$ cat src/rtl/freq_meter_core.sv
// Frequency measurement engine: time-gated or reciprocal counting, result streamed as a byte frame.
// Define FREQ_METER_TIMEOUT_EN to build the reciprocal-mode timeout counter.
module freq_meter_core #(
    parameter int unsigned CNT_W       = 24,
    parameter int unsigned GATE_W      = 24,
    parameter int unsigned SYNC_STAGES = 2,
    parameter int unsigned TIMEOUT_W   = 28
) (
    input  logic              reference_clock,
    input  logic              reset_n,
    input  logic              signal_in,
    input  logic              capture_enable,
    input  logic              mode,
    input  logic [GATE_W-1:0] gate_len,
    output logic              st_valid,
    output logic [7:0]        st_data,
    input  logic              st_ready,
    output logic              busy
);

    localparam int unsigned NumBytes = 1 + 2 * (CNT_W / 8);
    localparam int unsigned FrameW   = 8 * NumBytes;
    localparam int unsigned IdxW     = $clog2(NumBytes + 1);

    typedef enum logic [1:0] {StIdle, StArm, StMeasure, StSend} state_e;

    state_e                 state_q;
    logic [SYNC_STAGES-1:0] sync_q;
    logic                   prev_q;
    logic                   mode_q;
    logic [GATE_W-1:0]      gate_q;
    logic [GATE_W-1:0]      gate_cnt_q;
    logic [CNT_W-1:0]       edge_cnt_q;
    logic [CNT_W-1:0]       ref_cnt_q;
    logic                   ovf_q;
    logic [FrameW-1:0]      frame_q;
    logic [IdxW-1:0]        bytes_left_q;
    logic                   st_valid_q;

    logic             edge_det;
    logic             xfer;
    logic             start;
    logic             gate_done;
    logic             timeout_hit;
    logic [CNT_W-1:0] edge_cnt_d;
    logic [CNT_W-1:0] ref_cnt_d;
    logic             ovf_d;
    logic [CNT_W-1:0] fin_edge;
    logic [CNT_W-1:0] fin_ref;
    logic             fin_ovf;
    logic [FrameW-1:0] frame_d;

    assign edge_det = sync_q[SYNC_STAGES-1] & ~prev_q;
    assign xfer     = st_valid_q & st_ready;
    assign start    = capture_enable &
                      ((state_q == StIdle) ||
                       ((state_q == StSend) && xfer && (bytes_left_q == IdxW'(1))));
    assign gate_done = (mode_q ? edge_det : 1'b1) && (gate_cnt_q == gate_q - 1'b1);

    // Saturating counter updates; applied only while measuring.
    always_comb begin
        edge_cnt_d = edge_cnt_q;
        ref_cnt_d  = ref_cnt_q;
        ovf_d      = ovf_q;
        if (&ref_cnt_q) begin
            ovf_d = 1'b1;
        end else begin
            ref_cnt_d = ref_cnt_q + 1'b1;
        end
        if (edge_det) begin
            if (&edge_cnt_q) begin
                ovf_d = 1'b1;
            end else begin
                edge_cnt_d = edge_cnt_q + 1'b1;
            end
        end
    end

    // Frame is built from the values the counters reach on the final measuring cycle.
    always_comb begin
        fin_edge = edge_cnt_q;
        fin_ref  = ref_cnt_q;
        fin_ovf  = ovf_q;
        if (state_q == StMeasure) begin
            fin_edge = edge_cnt_d;
            fin_ref  = ref_cnt_d;
            fin_ovf  = ovf_d;
        end
        frame_d = {fin_ref, fin_edge, 5'b0, timeout_hit, fin_ovf, mode_q};
    end

`ifdef FREQ_METER_TIMEOUT_EN
    logic [TIMEOUT_W-1:0] tmo_q;
    logic                 tmo_run;

    assign tmo_run     = mode_q && ((state_q == StArm) || (state_q == StMeasure));
    assign timeout_hit = tmo_run && (&tmo_q);

    always_ff @(posedge reference_clock) begin
        if (!reset_n) begin
            tmo_q <= '0;
        end else if (!tmo_run) begin
            tmo_q <= '0;
        end else if (!(&tmo_q)) begin
            tmo_q <= tmo_q + 1'b1;
        end
    end
`else
    logic unused_timeout_w;
    assign unused_timeout_w = ^TIMEOUT_W;
    assign timeout_hit      = 1'b0;
`endif

    always_ff @(posedge reference_clock) begin
        if (!reset_n) begin
            state_q      <= StIdle;
            sync_q       <= '0;
            prev_q       <= 1'b0;
            mode_q       <= 1'b0;
            gate_q       <= '0;
            gate_cnt_q   <= '0;
            edge_cnt_q   <= '0;
            ref_cnt_q    <= '0;
            ovf_q        <= 1'b0;
            frame_q      <= '0;
            bytes_left_q <= '0;
            st_valid_q   <= 1'b0;
        end else begin
            sync_q <= {sync_q[SYNC_STAGES-2:0], signal_in};
            prev_q <= sync_q[SYNC_STAGES-1];
            if (start) begin
                mode_q     <= mode;
                gate_q     <= (gate_len == '0) ? GATE_W'(1) : gate_len;
                gate_cnt_q <= '0;
                edge_cnt_q <= '0;
                ref_cnt_q  <= '0;
                ovf_q      <= 1'b0;
                frame_q    <= '0;
                st_valid_q <= 1'b0;
                state_q    <= mode ? StArm : StMeasure;
            end else begin
                unique case (state_q)
                    StIdle: begin
                    end
                    StArm: begin
                        if (!capture_enable) begin
                            state_q <= StIdle;
                        end else if (timeout_hit) begin
                            frame_q      <= frame_d;
                            bytes_left_q <= IdxW'(NumBytes);
                            st_valid_q   <= 1'b1;
                            state_q      <= StSend;
                        end else if (edge_det) begin
                            state_q <= StMeasure;
                        end
                    end
                    StMeasure: begin
                        if (!capture_enable) begin
                            state_q <= StIdle;
                        end else begin
                            edge_cnt_q <= edge_cnt_d;
                            ref_cnt_q  <= ref_cnt_d;
                            ovf_q      <= ovf_d;
                            if (!mode_q || edge_det) begin
                                gate_cnt_q <= gate_cnt_q + 1'b1;
                            end
                            if (gate_done || timeout_hit) begin
                                frame_q      <= frame_d;
                                bytes_left_q <= IdxW'(NumBytes);
                                st_valid_q   <= 1'b1;
                                state_q      <= StSend;
                            end
                        end
                    end
                    StSend: begin
                        if (xfer) begin
                            frame_q      <= frame_q >> 8;
                            bytes_left_q <= bytes_left_q - 1'b1;
                            if (bytes_left_q == IdxW'(1)) begin
                                st_valid_q <= 1'b0;
                                state_q    <= StIdle;
                            end
                        end
                    end
                endcase
            end
        end
    end

    assign st_valid = st_valid_q;
    assign st_data  = frame_q[7:0];
    assign busy     = (state_q != StIdle);

endmodule

$ cat config.mk
export PLATFORM = sky130hd
export DESIGN_NAME = freq_meter_core
export DESIGN_NICKNAME = d
export VERILOG_FILES = /design/src/rtl/freq_meter_core.sv
export SDC_FILE = /design/constraint.sdc
export NUM_CORES = 1
export LEC_CHECK = 0
export ABC_AREA = 1
export BUFFER_PORTS_ARGS = -buffer_cell sky130_fd_sc_hd__buf_2
export CORE_UTILIZATION = 65
export DETAILED_ROUTE_END_ITERATION = 12
export PLACE_DENSITY = 0.85
export SETUP_SLACK_MARGIN = 0.15
export SYNTH_ARGS = -nofsm -noshare
export SYNTH_HDL_FRONTEND = slang
export SYNTH_SLANG_ARGS = --single-unit
$ cat constraint.sdc
create_clock -name reference_clock -period 6.5 [get_ports reference_clock]
set_input_delay 0.325 -clock reference_clock [delete_from_list [all_inputs] [get_ports reference_clock]]
set_output_delay 0.325 -clock reference_clock [all_outputs]
set_load 0.05 [all_outputs]
Yosys cells after proc, flatten, opt, wreduce, memory -nomap -nowiden
Index checks and enable logic that the tools add are counted.
{"block": "op_classes", "n_bitwise": 6, "eq_ne": 13, "addsub": 5, "reduce_logical": 20, "n_mux": 30}
{"cell": "$mux W56", "count": 3}
{"cell": "$pmux W56 S2", "count": 1}
{"cell": "$mux W24", "count": 4}
{"cell": "$add A24 B1 Y24 const B", "count": 3}
{"cell": "$reduce_and A24 Y1", "count": 2}
{"cell": "$eq A24 B24 Y1", "count": 1}
{"cell": "$logic_not A24 Y1", "count": 1}
{"cell": "$sub A24 B1 Y24 const B", "count": 1}
{"cell": "$mux W2", "count": 8}
{"cell": "$reduce_and A5 Y1", "count": 3}
{"cell": "$mux W3", "count": 3}
{"cell": "$mux W1", "count": 8}
{"cell": "$ne A4 B4 Y1 const B", "count": 2}
{"cell": "$ne A2 B2 Y1 const B", "count": 3}
{"cell": "$pmux W2 S3", "count": 1}
{"cell": "$pmux W3 S2", "count": 1}
{"cell": "$eq A2 B2 Y1 const B", "count": 2}
{"cell": "$reduce_and A4 Y1", "count": 1}
{"cell": "$reduce_bool A2 Y1", "count": 2}
{"cell": "$reduce_bool A4 Y1", "count": 1}
{"cell": "$and A1 B1 Y1", "count": 3}
{"cell": "$eq A3 B1 Y1 const B", "count": 1}
{"cell": "$logic_and A1 B1 Y1", "count": 3}
{"cell": "$ne A3 B2 Y1 const B", "count": 1}
{"cell": "12 further kinds", "count": 15}
{"block": "word_totals", "ff_bits": 163, "inputBits": 30, "output_inout_bits": 10}

Depth between registers and ports, before layout
{"block": "logic_depth", "depth_word": 8, "depth_mapped": 21, "ltp_nobuf": 20}

Worst setup path before layout
Ideal clock, no wire load.
{"block": "synth_path", "kind": "register -> register", "from": "reg state_q[0]", "to": "reg edge_cnt_q[10]", "slack_ns": 4.239, "arrival_time_ns": 2.203, "stages_incl_launch_ff": 12, "period_less_slack_ns": 2.261, "n_path_buf": 2, "path_cell_list": "dfxtp_1 -> inv_1 -> ha_1 -> inv_1 -> nand2_1 -> nand2_1 -> inv_1 -> nor2_1 -> clkbuf_1 -> clkbuf_1 -> o211ai_1 -> inv_1"}
{"block": "synth_via", "elab_chain_cells": 6, "word_cells_on_any_way": 9, "cone_classes": "2 x eq/ne; 1 x bitwise; 6 x reduce/logical"}
{"item": "from (decl)", "line_no": "27", "rtl": "state_e state_q;"}
{"item": "from (signal assigned)", "line_no": "116", "rtl": "state_q <= StIdle;"}
{"item": "from (signal assigned)", "line_no": "140", "rtl": "state_q <= mode ? StArm : StMeasure;"}
{"item": "from (signal assigned)", "line_no": "147", "rtl": "state_q <= StIdle;"}
{"item": "$eq A2 B2 Y1", "line_no": "57", "rtl": "((state_q == StSend) && xfer && (bytes_left_q == IdxW'(1))));"}
{"item": "$logic_and A1 B1 Y1 (2 in series)", "line_no": "57"}
{"item": "$logic_or A1 B1 Y1", "line_no": "56", "rtl": "((state_q == StIdle) ||"}
{"item": "$and A1 B1 Y1", "line_no": "55", "rtl": "assign start = capture_enable &"}
{"item": "$reduce_or A2 Y1 (no line)"}
{"item": "to (signal assigned)", "line_no": "161", "rtl": "edge_cnt_q <= edge_cnt_d;"}
{"item": "to (decl)", "line_no": "33", "rtl": "logic [CNT_W-1:0] edge_cnt_q;"}
Several ways; a longest one is shown, not always the timed one.
A chain may end at the register's enable or synchronous reset.

Worst setup path in the final report
{"block": "layout_path", "from": "reg state_q[0]", "to": "reg frame_q[17]"}
{"block": "layout_via", "elab_chain_cells": 6, "word_cells_on_any_way": 14, "cone_classes": "5 x eq/ne; 1 x mux; 1 x bitwise; 7 x reduce/logical"}
{"item": "$eq A2 B2 Y1", "line_no": "57, 142"}
{"item": "$logic_and A1 B1 Y1 (2 in series)", "line_no": "57"}
{"item": "$logic_or A1 B1 Y1", "line_no": "56"}
{"item": "$and A1 B1 Y1", "line_no": "55"}
{"item": "$reduce_or A2 Y1 (no line)"}
{"item": "to (signal assigned)", "line_no": "149", "rtl": "frame_q <= frame_d;"}
{"item": "to (signal assigned)", "line_no": "168", "rtl": "frame_q <= frame_d;"}
{"item": "to (signal assigned)", "line_no": "177", "rtl": "frame_q <= frame_q >> 8;"}
{"item": "to (decl)", "line_no": "36", "rtl": "logic [FrameW-1:0] frame_q;"}
Several ways; a longest one is shown, not always the timed one.

==> reports/summary.md <==
Outcome
• finished, final reports clean — status

CTS
• 2 — clock buffer depth
• 17 — total clock buffers created by CTS
• 0.43 ns — Worst-Skew Late Latency
• 0 — cells resized by post-CTS repair
• 0 — hold-fix buffer count after cts
• sky130_fd_sc_hd__clkbuf_16 — cell at the root of the clock tree
• 4 — maximum level of the CTS H-tree
• 163 — count of clock tree sinks
• 0.06 ns — clock transition at the registers of the reported paths
• 0 — number of buffers inserted to repair setup after CTS
• yes — CTS tree

Timing
• 0.917 ns — Worst Max-Slew Pin Slew
• 0.0898 ns — worst hold-check slack
• 4.08 ns — minimum clock period after layout
• 245 MHz — f_max
• no — unrepaired setup endpoints after global routing
• 62.7% — share of the clock period used by the worst path
• 0.00798 ns — clock tree skew after final layout
• 0 ns — post-route setup TNS
• 0 — hold violation count in the final report
• 38.7% — Relative slew margins
• 0 — Final Max Slew Viols
• 0 — final count of negative-setup-slack endpoints

Setup path
• frame_q[17] — worst reg2reg path endpoint
• 0.80 ns — largest stage delay on the critical path
• ha_2 -> buf_4 -> clkinv_1 -> or2_2 -> nand2_1 -> nand2_1 -> clkinv_1 -> nand2_2 -> o21ai_0 -> nor2_1 — chain of cells forming the critical path
• 2.42 ns — slack of the worst reg-to-reg path
• 75 — CP max FO
• flip-flop — CP endpoint kind
• reg -> reg — Setup CP Type
• 10 — number of cells on the worst reg-to-reg path
• 4.38 ns — Arrival @ worst endpoint
• state_q[0] — worst reg2reg startpoint
• sky130_fd_sc_hd__clkinv_1 — Slowest-stage cell, CP
• flip-flop — startpoint class of the critical path
• 6.81 ns — Crit path required time

Logic synthesis
• 1448 — net count after synthesis
• 163 — number of register bits inferred by synthesis
• 1408 — cell count after synthesis
• 35.6% — proportion of synthesized chip area in sequential cells
• 6.52 sq um — average size of a mapped cell
• sky130_fd_sc_hd__dfxtp_1 — flip-flop cell with the highest count after synthesis
• 0% — asr flop ratio synth
• 0 — count of flip-flops with a built-in enable after synthesis
• 43 — distinct cell type count of the synthesized netlist
• 9180 sq um — combined area of all synthesized cells
• 0 — total of warnings raised by yosys

Detailed routing
• 8932 — total number of vias
• 0 — remaining antenna violation count
• 6 — DR pass1 iterations
• 0 — drc violations
• 888 — DR iter-0 viols
• 22500 um — DRT Wirelength
• 5.57 — via count normalized by instance count
• 14.0 um — WL per Instance

Place
• 15500 um — DP HPWL
• 39 — count of input and output buffers
• 0.934 — gp weighted congestion

Cells and area
• 8.60% — Area growth, synth to finish
• 1138 — count of filler cells inserted in the layout
• 1450 — net count reported at finish
• 72.1% — Final Core Density
• 4930 sq um — area taken by multi-input logic gates
• 3260 sq um — area used by sequential logic in the layout
• 8.08% — fraction of layout cells with a size suffix above 1

Worst hold path
• sync_q[0] — worst hold endpoint
• signal_in — startpoint of the tightest hold check path
• 3 — Hold Path Depth
• in -> reg — Hold/Removal Path Class

Floorplanning
• 66.4% — Initial Utilization
• 14600 sq um — area enclosed by the die boundary
• 121 um — vertical die dimension
• 43 — floorplan row count
• 121 um — Die Span X
• 13800 sq um — core region area
• 40 — io pins

Global route
• 1 — antenna violations before repair
• 31.7% — overall routing resource usage
• 37300 um — global-route wire length before repair
• 0 — GRT Residual Overflow
• 84 — pin count of the biggest net entering global routing
• 8089 — number of global-route vias before repair

Job
• 0 — max capacitance violation total

Power and ir drop
• 283 nW/um^2 — P per Cell Area
• 4.34 nW — leakage power figure
• 0.000216 V — worst IR drop on VDD

[placed cells by master (no fill, tap or decap), drive strengths merged]
cell and n:
a211oi 2, a21oi 68, a31oi 1, a32o 1, and3 1, buf 44, bufinv 3, clkbuf 18
clkinv 7, clkinvlp 5, dfxtp 163, diode 1, ha 10, inv 188, mux2i 5, nand2 355
nand3 67, nand3b 3, nand4 33, nor2 186, nor3 36, nor3b 3, nor4 8, o211ai 21
o21ai 114, o21ba 1, o22ai 8, or2 5, xnor2 10, xnor3 1, xor2 56
[worst max-delay path by stage]
stage                     from             end  slack, ns  depth (start not counted)
floorplan           state_q[0]  edge_cnt_q[10]       4.24                         11
global placement    state_q[0]      frame_q[1]       2.67                         10
detailed placement  state_q[0]     frame_q[14]       2.55                         10
CTS                 state_q[0]     frame_q[17]       2.47                         10
global route        state_q[0]     frame_q[14]       2.06                         10
finish              state_q[0]     frame_q[17]       2.42                         10
[power by group]
part	leakage [nW]	internal [mW]	total (mW)	switching [mW]
registers	1.32	1.07	1.14	0.0705
clock network	0.284	0.611	1.03	0.416
logic	2.73	0.200	0.648	0.448
[flip-flops by register name, indices dropped and copies added, names as in the netlist]
signal,cells
ref_cnt_q,24
gate_cnt_q,24
ovf_q,1
prev_q,1
gate_q,24
mode_q,1
st_valid,1
bytes_left_q,3
frame_q,56
edge_cnt_q,24
state_q,2
sync_q,2
[logic make-up (layout without fill, tap and decap cells)]
family	Yosys count	after routing	synth area share (%)
muxes	5	5	0.545
and+or+nand+nor	697	697	32.4
buffers and inverters	250	265	10.9
adders and majority gates	10	10	1.36
xor gates and xnor gates	67	67	6.54
DFF	163	163	35.6
other	0	1	0
AOI/OAI and AO/OA	216	216	12.7
[critical path: cells and delay by family, from the launching register on]
| family | cells | cell delay (ns) |
|---|---|---|
| AOI/OAI and AO/OA | 1 | 0.43 |
| adders and majority gates | 1 | 0.19 |
| DFF | 1 | 0.39 |
| and+or+nand+nor | 5 | 1.34 |
| buffers and inverters | 3 | 1.57 |
[routing by layer]
| layer | vias up | global-route usage [%] | part of all wire (%) |
|---|---|---|---|
| met1 | 4069 | 38.7 | 43 |
| li1 | 4490 | - | - |
| met5 | - | 0 | 0 |
| met4 | 0 | 14.3 | 3.0 |
| met3 | 48 | 5.94 | 6.4 |
| met2 | 325 | 53.8 | 48 |
[cell type report]
| cell class | instances | share of cell area, % |
|---|---|---|
| Clock buffer | 18 | 4.41 |
| Multi-Input combinational cell | 995 | 49.5 |
| Sequential cell | 163 | 32.7 |
| Clock inverter | 14 | 1.62 |
| Tap cell | 180 | 2.26 |
| Timing Repair Buffer | 44 | 2.33 |
| Inverter | 189 | 7.12 |
| Antenna cell | 1 | 0.0251 |
[Yosys cell counts (7+ instances only)]
library cell | count | area share, %
sky130_fd_sc_hd__a21oi_1 | 67 | 3.7
sky130_fd_sc_hd__ha_1 | 10 | 1.4
sky130_fd_sc_hd__xor2_1 | 56 | 5.3
sky130_fd_sc_hd__nand2_1 | 349 | 14
sky130_fd_sc_hd__o21ai_0 | 105 | 5.7
sky130_fd_sc_hd__o22ai_1 | 8 | 0.55
sky130_fd_sc_hd__inv_2 | 7 | 0.29
sky130_fd_sc_hd__xnor2_1 | 10 | 0.95
sky130_fd_sc_hd__buf_1 | 9 | 0.37
sky130_fd_sc_hd__nor4_1 | 7 | 0.48
sky130_fd_sc_hd__o211ai_1 | 21 | 1.7
sky130_fd_sc_hd__buf_4 | 8 | 0.65
sky130_fd_sc_hd__clkbuf_1 | 35 | 1.4
sky130_fd_sc_hd__nand3_1 | 65 | 3.5
sky130_fd_sc_hd__dfxtp_1 | 163 | 36
sky130_fd_sc_hd__nor3_1 | 34 | 1.9
sky130_fd_sc_hd__inv_1 | 180 | 7.4
sky130_fd_sc_hd__nand4_1 | 32 | 2.2
sky130_fd_sc_hd__o21ai_1 | 9 | 0.49
sky130_fd_sc_hd__nor2_1 | 174 | 7.1
sky130_fd_sc_hd__nor2_2 | 10 | 0.68
[stage by stage]
stage	setup slack [ns]	total power [mW]	instance area, sq um	cells
2_1_floorplan	4.24	1.66	9180	1408
3_3_place_gp	2.67	1.78	9370	1571
3_5_place_dp	2.55	1.79	9370	1571
4_1_cts	2.47	2.81	9970	1603
5_1_grt	2.06	2.95	9970	1603
6_report	2.42	2.82	9970	1604
Note: power is estimated with default switching activity, not from simulation.
